==> config.mk <==
export PLATFORM = sky130hd
export DESIGN_NAME = tx_msg_composer
export DESIGN_NICKNAME = d
export VERILOG_FILES = /design/src/rtl/tx_msg_composer.sv
export SDC_FILE = /design/constraint.sdc
export NUM_CORES = 1
export LEC_CHECK = 0
export CAP_MARGIN = 20
export CORE_MARGIN = 2
export CORE_UTILIZATION = 47
export CTS_BUF_LIST = sky130_fd_sc_hd__clkbuf_4
export DETAILED_ROUTE_END_ITERATION = 6
export GPL_ROUTABILITY_DRIVEN = 0
export PLACE_DENSITY = 0.66
export SYNTH_ARGS = -nofsm -noshare
export SYNTH_HDL_FRONTEND = slang
export SYNTH_SLANG_ARGS = --single-unit
==> constraint.sdc <==
create_clock -name clk -period 4.2 [get_ports clk]
set_input_delay 0.84 -clock clk [delete_from_list [all_inputs] [get_ports clk]]
set_output_delay 0.84 -clock clk [all_outputs]
set_load 0.01 [all_outputs]
==> src/rtl/tx_msg_composer.sv <==
// tx_msg_composer: builds a text status frame (mode name + decimal rate)
// and streams it byte by byte to a UART over a valid/ready handshake.
// Ports:
//   clk, reset (sync, active-low)
//   iSTART, iMODE, iRATE, iABORT : frame request, captured fields, cancel
//   iTX_READY                    : UART can accept a byte
//   oTX_DATA, oTX_VALID          : registered byte offer (0xFF when idle)
//   oBUSY, oDONE                 : frame in progress / completion pulse
module tx_msg_composer #(
  parameter int RATE_W      = 8,
  parameter int RATE_DIGITS = 3,
  parameter int MODE_W      = 2,
  parameter int NAME_LEN    = 8
) (
  input  logic              clk,
  input  logic              reset,
  input  logic              iSTART,
  input  logic [MODE_W-1:0] iMODE,
  input  logic [RATE_W-1:0] iRATE,
  input  logic              iABORT,
  input  logic              iTX_READY,
  output logic [7:0]        oTX_DATA,
  output logic              oTX_VALID,
  output logic              oBUSY,
  output logic              oDONE
);

  localparam int FRAME_LEN = 22 + NAME_LEN + RATE_DIGITS;
  localparam int IDX_W     = $clog2(FRAME_LEN);
  localparam int CNT_W     = $clog2(RATE_W + 1);
  localparam int BCD_W     = 4 * RATE_DIGITS;
  localparam int RC_W      = 8 * RATE_DIGITS;

  localparam logic [1:0] IDLE = 2'd0;
  localparam logic [1:0] CONV = 2'd1;
  localparam logic [1:0] SEND = 2'd2;

  localparam logic [IDX_W-1:0] LAST_IDX = IDX_W'(FRAME_LEN - 1);
  localparam logic [CNT_W-1:0] LAST_CNT = CNT_W'(RATE_W - 1);

  function automatic longint unsigned pow10(input int n);
    longint unsigned v;
    v = 1;
    for (int i = 0; i < n; i++) v = v * 10;
    return v;
  endfunction

  localparam longint unsigned RATE_MAX = pow10(RATE_DIGITS) - 1;

  function automatic logic [7:0] frameByte(
    input int              i,
    input logic [MODE_W-1:0] m,
    input logic [RC_W-1:0] rc
  );
    logic [8*14-1:0] head;
    logic [8*7-1:0]  rt;
    logic [8*7-1:0]  name;
    int              p;
    head = "current state:";
    rt   = "  rate:";
    case (int'(m))
      0:       name = "control";
      1:       name = "initial";
      2:       name = "normal ";
      3:       name = "error  ";
      default: name = "unknown";
    endcase
    frameByte = 8'h0A;
    if (i < 14) begin
      frameByte = head[8*(13-i) +: 8];
    end else if (i < 14 + NAME_LEN) begin
      p = i - 14;
      frameByte = (p < 7) ? name[8*(6-p) +: 8] : 8'h20;
    end else if (i < 21 + NAME_LEN) begin
      p = i - 14 - NAME_LEN;
      frameByte = rt[8*(6-p) +: 8];
    end else if (i < 21 + NAME_LEN + RATE_DIGITS) begin
      p = i - 21 - NAME_LEN;
      frameByte = rc[8*(RATE_DIGITS-1-p) +: 8];
    end
  endfunction

  logic [1:0]        state;
  logic [IDX_W-1:0]  idx;
  logic [CNT_W-1:0]  cnt;
  logic [BCD_W-1:0]  bcd;
  logic [RATE_W-1:0] shReg;
  logic [MODE_W-1:0] modeReg;
  logic              ovf;
  logic [7:0]        txData;
  logic              txValid;
  logic              done;

  logic [BCD_W-1:0]  adj;
  logic [RC_W-1:0]   rateChars;
  logic [7:0]        nextByte;

  // add-3 correction before each shift; digits above RATE_DIGITS are
  // not kept, out-of-range rates are replaced by all nines anyway
  always_comb begin
    adj = bcd;
    for (int d = 0; d < RATE_DIGITS; d++) begin
      if (bcd[4*d +: 4] >= 4'd5) adj[4*d +: 4] = bcd[4*d +: 4] + 4'd3;
    end
  end

  // leading zeros blank to space, the units digit always prints
  always_comb begin : rc_blk
    logic       lead;
    logic [3:0] dig;
    rateChars = '0;
    lead      = 1'b1;
    dig       = '0;
    for (int d = RATE_DIGITS - 1; d >= 0; d--) begin
      dig = bcd[4*d +: 4];
      if (ovf) begin
        rateChars[8*d +: 8] = 8'h39;
      end else if (lead && dig == 4'd0 && d != 0) begin
        rateChars[8*d +: 8] = 8'h20;
      end else begin
        rateChars[8*d +: 8] = {4'h3, dig};
        lead = 1'b0;
      end
    end
  end

  assign nextByte = frameByte(int'(idx) + 1, modeReg, rateChars);

  always_ff @(posedge clk) begin
    if (!reset) begin
      state   <= IDLE;
      idx     <= '0;
      cnt     <= '0;
      bcd     <= '0;
      shReg   <= '0;
      modeReg <= '0;
      ovf     <= 1'b0;
      txData  <= 8'hFF;
      txValid <= 1'b0;
      done    <= 1'b0;
    end else if (iABORT) begin
      state   <= IDLE;
      idx     <= '0;
      txData  <= 8'hFF;
      txValid <= 1'b0;
      done    <= 1'b0;
    end else begin
      done <= 1'b0;
      unique case (state)
        IDLE: begin
          if (iSTART) begin
            modeReg <= iMODE;
            shReg   <= iRATE;
            ovf     <= 64'(iRATE) > RATE_MAX;
            bcd     <= '0;
            cnt     <= '0;
            state   <= CONV;
          end
        end
        CONV: begin
          bcd   <= {adj[BCD_W-2:0], shReg[RATE_W-1]};
          shReg <= shReg << 1;
          cnt   <= cnt + CNT_W'(1);
          if (cnt == LAST_CNT) begin
            state   <= SEND;
            idx     <= '0;
            txValid <= 1'b1;
            txData  <= frameByte(0, modeReg, rateChars);
          end
        end
        SEND: begin
          if (iTX_READY) begin
            if (idx == LAST_IDX) begin
              state   <= IDLE;
              idx     <= '0;
              txValid <= 1'b0;
              txData  <= 8'hFF;
              done    <= 1'b1;
            end else begin
              idx    <= idx + IDX_W'(1);
              txData <= nextByte;
            end
          end
        end
        default: state <= IDLE;
      endcase
    end
  end

  assign oTX_DATA  = txData;
  assign oTX_VALID = txValid;
  assign oBUSY     = (state != IDLE);
  assign oDONE     = done;

endmodule

# Word level (Yosys, flattened, before mapping)
# Index checks and enable logic that the tools add are counted.
[totals]
reg_bits = 44
input_bits = 15
output_inout_bits = 11
[classes]
add_sub_neg = 14
order_cmp = 8
eq_ne = 11
n_shift = 4
n_mux = 36
bitwise_logic = 4
n_reduce_logical = 15
[ops]
columns = ["cell", "count"]
rows = [
  ["$pmux W56 S4", 1],
  ["$shiftx A112 B11 Y8 const A", 1],
  ["$mux W8", 9],
  ["$shiftx A56 B13 Y8 const A", 1],
  ["$shiftx A56 B32 Y8", 1],
  ["$pmux W8 S2", 2],
  ["$pmux W12 S2", 1],
  ["$shiftx A24 B13 Y8", 1],
  ["$mux W6", 3],
  ["$sub A8 B5 Y9 const B", 2],
  ["$lt A7 B5 Y1 const B", 2],
  ["$ge A4 B3 Y1 const B", 3],
  ["$mux W12", 1],
  ["$mux W4", 3],
  ["$pmux W6 S2", 1],
  ["$mux W5", 2],
  ["$sub A3 B9 Y10 const A", 1],
  ["$sub A4 B9 Y10 const A", 1],
  ["$reduce_and A3 Y1", 3],
  ["$sub A4 B8 Y9 const A", 1],
  ["$add A4 B2 Y4 const B", 2],
  ["$logic_not A4 Y1", 2],
  ["$lt A8 B4 Y1 const B", 1],
  ["$mux W2", 4],
  ["26 further kinds", 43],
]

# Logic depth before layout (Yosys ltp)
[logic_depth]
depth_word = 12
mapped_depth = 14
ltp_nobuf = 12

# Least setup slack after synthesis
# OpenSTA, ideal clock, no wires.
[synth_path]
path_kind = "register to register"
startpoint = "register idx[0]"
endpoint = "register txData[3] (netlist: oTX_DATA[3])"
setup_time_ns = 0.088
t_arrival_ns = 3.093
setup_slack_ns = 1.019
path_stages_with_launch = 13
n_path_buf = 2
synth_period_minus_slack_ns = 3.181
cell_sequence = "dfxtp_1 ha_1 clkbuf_2 and2b_1 or2_2 ha_1 clkbuf_1 inv_1 xnor3_1 or4b_4 nor3_2 nand2_1 a311oi_2"
[synth_via]
elab_chain_len = 12
elab_cells_between_ends = 27
cone_classes = "9 x add/sub; 5 x order compare; 1 x eq/ne; 4 x shift; 8 x mux"
[synth_rtl]
columns = ["element", "line_no", "rtl"]
rows = [
  ["from (decl)", "84", "logic [IDX_W-1:0] idx;"],
  ["from (signal assigned)", "180", "idx <= idx + IDX_W'(1);"],
  ["$add A6 B1 Y7", "127", "assign nextByte = frameByte(int'(idx) + 1, modeReg, rateChars);"],
  ["$sub A7 B5 Y8", "78", "p = i - 21 - NAME_LEN;"],
  ["$sub A8 B5 Y9", "78", ""],
  ["$sub A3 B9 Y10", "79", "frameByte = rc[8*(RATE_DIGITS-1-p) +: 8];"],
  ["$shiftx A24 B13 Y8", "79", ""],
  ["$mux W8", "77", "end else if (i < 21 + NAME_LEN + RATE_DIGITS) begin"],
  ["$mux W8", "74", "end else if (i < 21 + NAME_LEN) begin"],
  ["$mux W8", "71", "end else if (i < 14 + NAME_LEN) begin"],
  ["$mux W8", "69", "if (i < 14) begin"],
  ["$mux W8 (*)", "173", "if (idx == LAST_IDX) begin"],
  ["$mux W8 (*)", "172", "if (iTX_READY) begin"],
  ["$pmux W8 S2 (*)", "149", "unique case (state)"],
  ["to (signal assigned)", "168", "txData <= frameByte(0, modeReg, rateChars);"],
  ["to (signal assigned)", "181", "txData <= nextByte;"],
  ["to (decl)", "90", "logic [7:0] txData;"],
]
# Mark *: on every way between the ends. The rest lies on a longest branch, timed or not. The select of a mux whose other input is x is not followed.
# A chain may end at the register's enable or synchronous reset.

# Worst setup path in the final report
[layout_path]
startpoint = "register idx[1]"
endpoint = "register txData[3] (netlist: oTX_DATA[3])"
# Same word-level chain as after synthesis.

==> flow_summary.yaml <==
worst_hold_path:
  hold_start: "oTX_DATA[7]"
  worst_hold_path.num_cells: 2
  worst_hold_path_type: "register to register"
  worst_hold_path.endpoint: "oTX_DATA[7]"
clock_network:
  clock_sinks: 44
  number_of_buffers_created_by_cts: 5
  h-tree-depth: 2
  clock_tree.root_cell: "sky130_fd_sc_hd__clkbuf_4"
  cts-root-to-sink-buffers: 2
  cts-resized-gates: 0
  clkLatencyLatePin_ns: 0.38
  hold_bufs_inserted_after_cts: 0
  post-cts-setup-buffers: 0
  clock_pin_transition_on_the_worst_setup_and_hold_timing_paths_ns: 0.14
  tritoncts_clock_tree: "yes"
floorplanning:
  die_width_microns: 91.8
  die_area_sq_um: 8430
  core_area_sq_um: 7610
  floorplan.initialDensity_pct: 47.7
  die_height_microns: 91.8
  std_cell_rows: 32
  total_i_o_pin_count: 26
logic_synthesis:
  synth.net_count: 504
  synth_cells: 467
  synth_top_cells_by_area: "sky130_fd_sc_hd__dfxtp_1 (24%), sky130_fd_sc_hd__ha_1 (7.6%), sky130_fd_sc_hd__nand2_1 (4.7%), sky130_fd_sc_hd__nor2_1 (4.6%), sky130_fd_sc_hd__nor2b_1 (4.5%)"
  synth.yosys.seq_area_share_pct: 24.3
  post_synthesis_average_cell_area_sq_um: 7.76
  ys_seq_elements: 44
  synth_top_cell_area_share_pct: 24.3
  ys.flop_type: "sky130_fd_sc_hd__dfxtp_1"
  asyncSetResetFlopFracSynth_pct: 0
  ys_types: 80
  synthDominantAreaCellType: "sky130_fd_sc_hd__dfxtp_1"
  synth-edff-count: 0
  syn_area_sq_um: 3630
  yosys_warnings: 0
timing:
  period_share_pct: 84.8
  setup_tns_ns: 0
  achievable-frequency_ghz: 0.281
  timing.slew.headroom_pct: 46.1
  fin_crit_ns: 3.56
  finalClockSkew_ns: 0.0142
  setup_repair_after_global_routing_missed_its_margin: "no"
  report.final.hold_viol_count: 0
  timing.hold.ws_ns: 0.482
  worst-slew-pin-transition_ns: 0.805
  report.final.setup_viol: 0
  maxSlewViolCount: 0
finish:
  final_cell_mix: "sky130_fd_sc_hd__nand2_1 (45), sky130_fd_sc_hd__nor2_1 (44), sky130_fd_sc_hd__dfxtp_1 (44)"
  drive_gt1_share_pct: 7.53
  flow.area_growth_from_synthesis_pct: 10.6
  finalNetCount: 514
  final_core_utilization_pct: 52.7
  final_common_cell: "sky130_fd_sc_hd__nand2_1"
  antenna-diode-count: 0
global_routing:
  grt_pass1_vias: 3281
  tot_gr_track_use_pct: 22.3
  grt_start_max_net_pins: 36
  first_pass_grt_wire_length_mm: 15.5
  antenna_violations_before_repair: 0
  leftover_overflow_at_the_end_of_global_routing: 0
power_and_ir_drop:
  static-leakage-power_uw: 0.00144
  peakVddDrop_uv: 137
  power-per-cell-area_nw_per_um2: 195
worst_setup_path:
  critical_path.endpoint_type: "register"
  critPathArrivalTime_ns: 3.86
  critical_path_class: "register to register"
  critPathMaxFanout: 11
  cp.required_ns: 4.50
  worst_setup_slack_for_register_to_register_paths_ns: 0.64
  worstSetupStartpointType: "register"
  r2r_path_end: "oTX_DATA[3]"
  worst_r2r_path_depth: 10
  rr_startpoint: "idx[1]"
detailed_routing:
  drt-wirelength-per-cell_microns: 16.0
  highest_layer: "met4"
  detailed_routing_iterations_pass_1: 4
  routedLengthMet1_mm: 4.13
  drcViolationCount: 0
  wl_met3_microns: 442
  drtAntennaViolNets: 0
  avgViaCountPerCell: 5.89
  wirelength_mm: 9.25
  vias: 3414
  dr_wl_met2_mm: 4.41
  detailedRoute.firstIterationViolations: 307
outcome:
  status: "finished clean"
place:
  port_buffers: 25
  post-dp-hpwl_mm: 6.76
flow_run:
  max_cap_viol_count: 0
## cell usage after synthesis (4+ instances only)
library cell                n
sky130_fd_sc_hd__o21ai_0   24
sky130_fd_sc_hd__ha_1      22
sky130_fd_sc_hd__xor2_1     4
sky130_fd_sc_hd__a21boi_0   4
sky130_fd_sc_hd__mux2i_1    6
sky130_fd_sc_hd__nand2b_1  11
sky130_fd_sc_hd__and2_1     7
sky130_fd_sc_hd__nor3_1     9
sky130_fd_sc_hd__inv_1     11
sky130_fd_sc_hd__o21ai_1    5
sky130_fd_sc_hd__buf_2      4
sky130_fd_sc_hd__nand2_1   45
sky130_fd_sc_hd__nand3_1   13
sky130_fd_sc_hd__nand4_1    4
sky130_fd_sc_hd__o211ai_1   4
sky130_fd_sc_hd__a21oi_1   32
sky130_fd_sc_hd__xnor2_1   12
sky130_fd_sc_hd__clkbuf_1  20
sky130_fd_sc_hd__a31oi_1   11
sky130_fd_sc_hd__nor2_1    44
sky130_fd_sc_hd__nor2b_1   26
sky130_fd_sc_hd__dfxtp_1   44
sky130_fd_sc_hd__and3_1     5
sky130_fd_sc_hd__a22oi_1   13
sky130_fd_sc_hd__nor3b_1    4
sky130_fd_sc_hd__a221oi_1   4
sky130_fd_sc_hd__a222oi_1   6
## per-stage QoR
stage                     instances  setup slack (ns)  total power [uW]  cell area, sq um
final                           580             0.640               783              4010
after global routing            580             0.417               811              4010
after floorplan                 467              1.02               474              3630
after detailed placement        572             0.689               502              3930
after CTS                       580             0.651               790              4010
after global placement          572             0.804               500              3930
## kinds of logic (layout without fill, tap and decap cells)
logic type	after synthesis	after routing	share of synthesized area, %
xor+xnor	20	20	6.14
fa+ha+maj	22	22	7.59
simple gates	189	189	27.4
flops	44	44	24.3
buf+inv	42	53	5.04
mux	7	7	1.97
compound gates	143	143	27.6
## where the power goes
part | internal (uW) | switching (uW)
Sequential | 423 | 4.57
Clock | 127 | 163
Combinational | 30.7 | 33.6
## how the worst max path moves through the flow
| stage | from | end | depth (start not counted) |
|---|---|---|---|
| final | idx[1] | oTX_DATA[3] | 10 |
| after global routing | idx[1] | oTX_DATA[3] | 10 |
| after floorplan | idx[0] | oTX_DATA[3] | 12 |
| after CTS | idx[1] | oTX_DATA[3] | 10 |
| after detailed placement | idx[1] | oTX_DATA[3] | 10 |
| after global placement | idx[1] | oTX_DATA[3] | 10 |
## critical path: stages, from the launching register on
cell and delay [ns]:
sky130_fd_sc_hd__dfxtp_1 0.59, sky130_fd_sc_hd__ha_1 0.45, sky130_fd_sc_hd__nor2b_1 0.11, sky130_fd_sc_hd__or2_2 0.35
sky130_fd_sc_hd__ha_1 0.29, sky130_fd_sc_hd__inv_1 0.17, sky130_fd_sc_hd__xnor3_1 0.48, sky130_fd_sc_hd__or4b_4 0.57
sky130_fd_sc_hd__nor3_2 0.17, sky130_fd_sc_hd__nand2_1 0.09, sky130_fd_sc_hd__a311oi_2 0.21
## flip-flops by register name, summed over array words and instances (netlist names)
register / flops
bcd: 12
cnt: 4
idx: 6
modeReg: 2
oDONE: 1
oTX_DATA: 8
oTX_VALID: 1
shReg: 8
state: 2
## final cells by class
| type | instances | area (sq um) |
|---|---|---|
| Sequential cell | 44 | 881 |
| Inverter | 12 | 45.0 |
| Timing Repair Buffer | 33 | 310 |
| Fill cell | 759 | 3600 |
| Tap cell | 102 | 128 |
| Multi-Input combinational cell | 381 | 2560 |
| Clock inverter | 3 | 46.3 |
| Clock buffer | 5 | 37.5 |
## layer usage
metal	vias to the layer above	GRT usage, %
met5	-	0
met4	0	8.58
met3	22	3.12
met2	92	38.1
met1	1586	28.3
li1	1714	-
No activity file was read; power rests on OpenSTA's default activity.
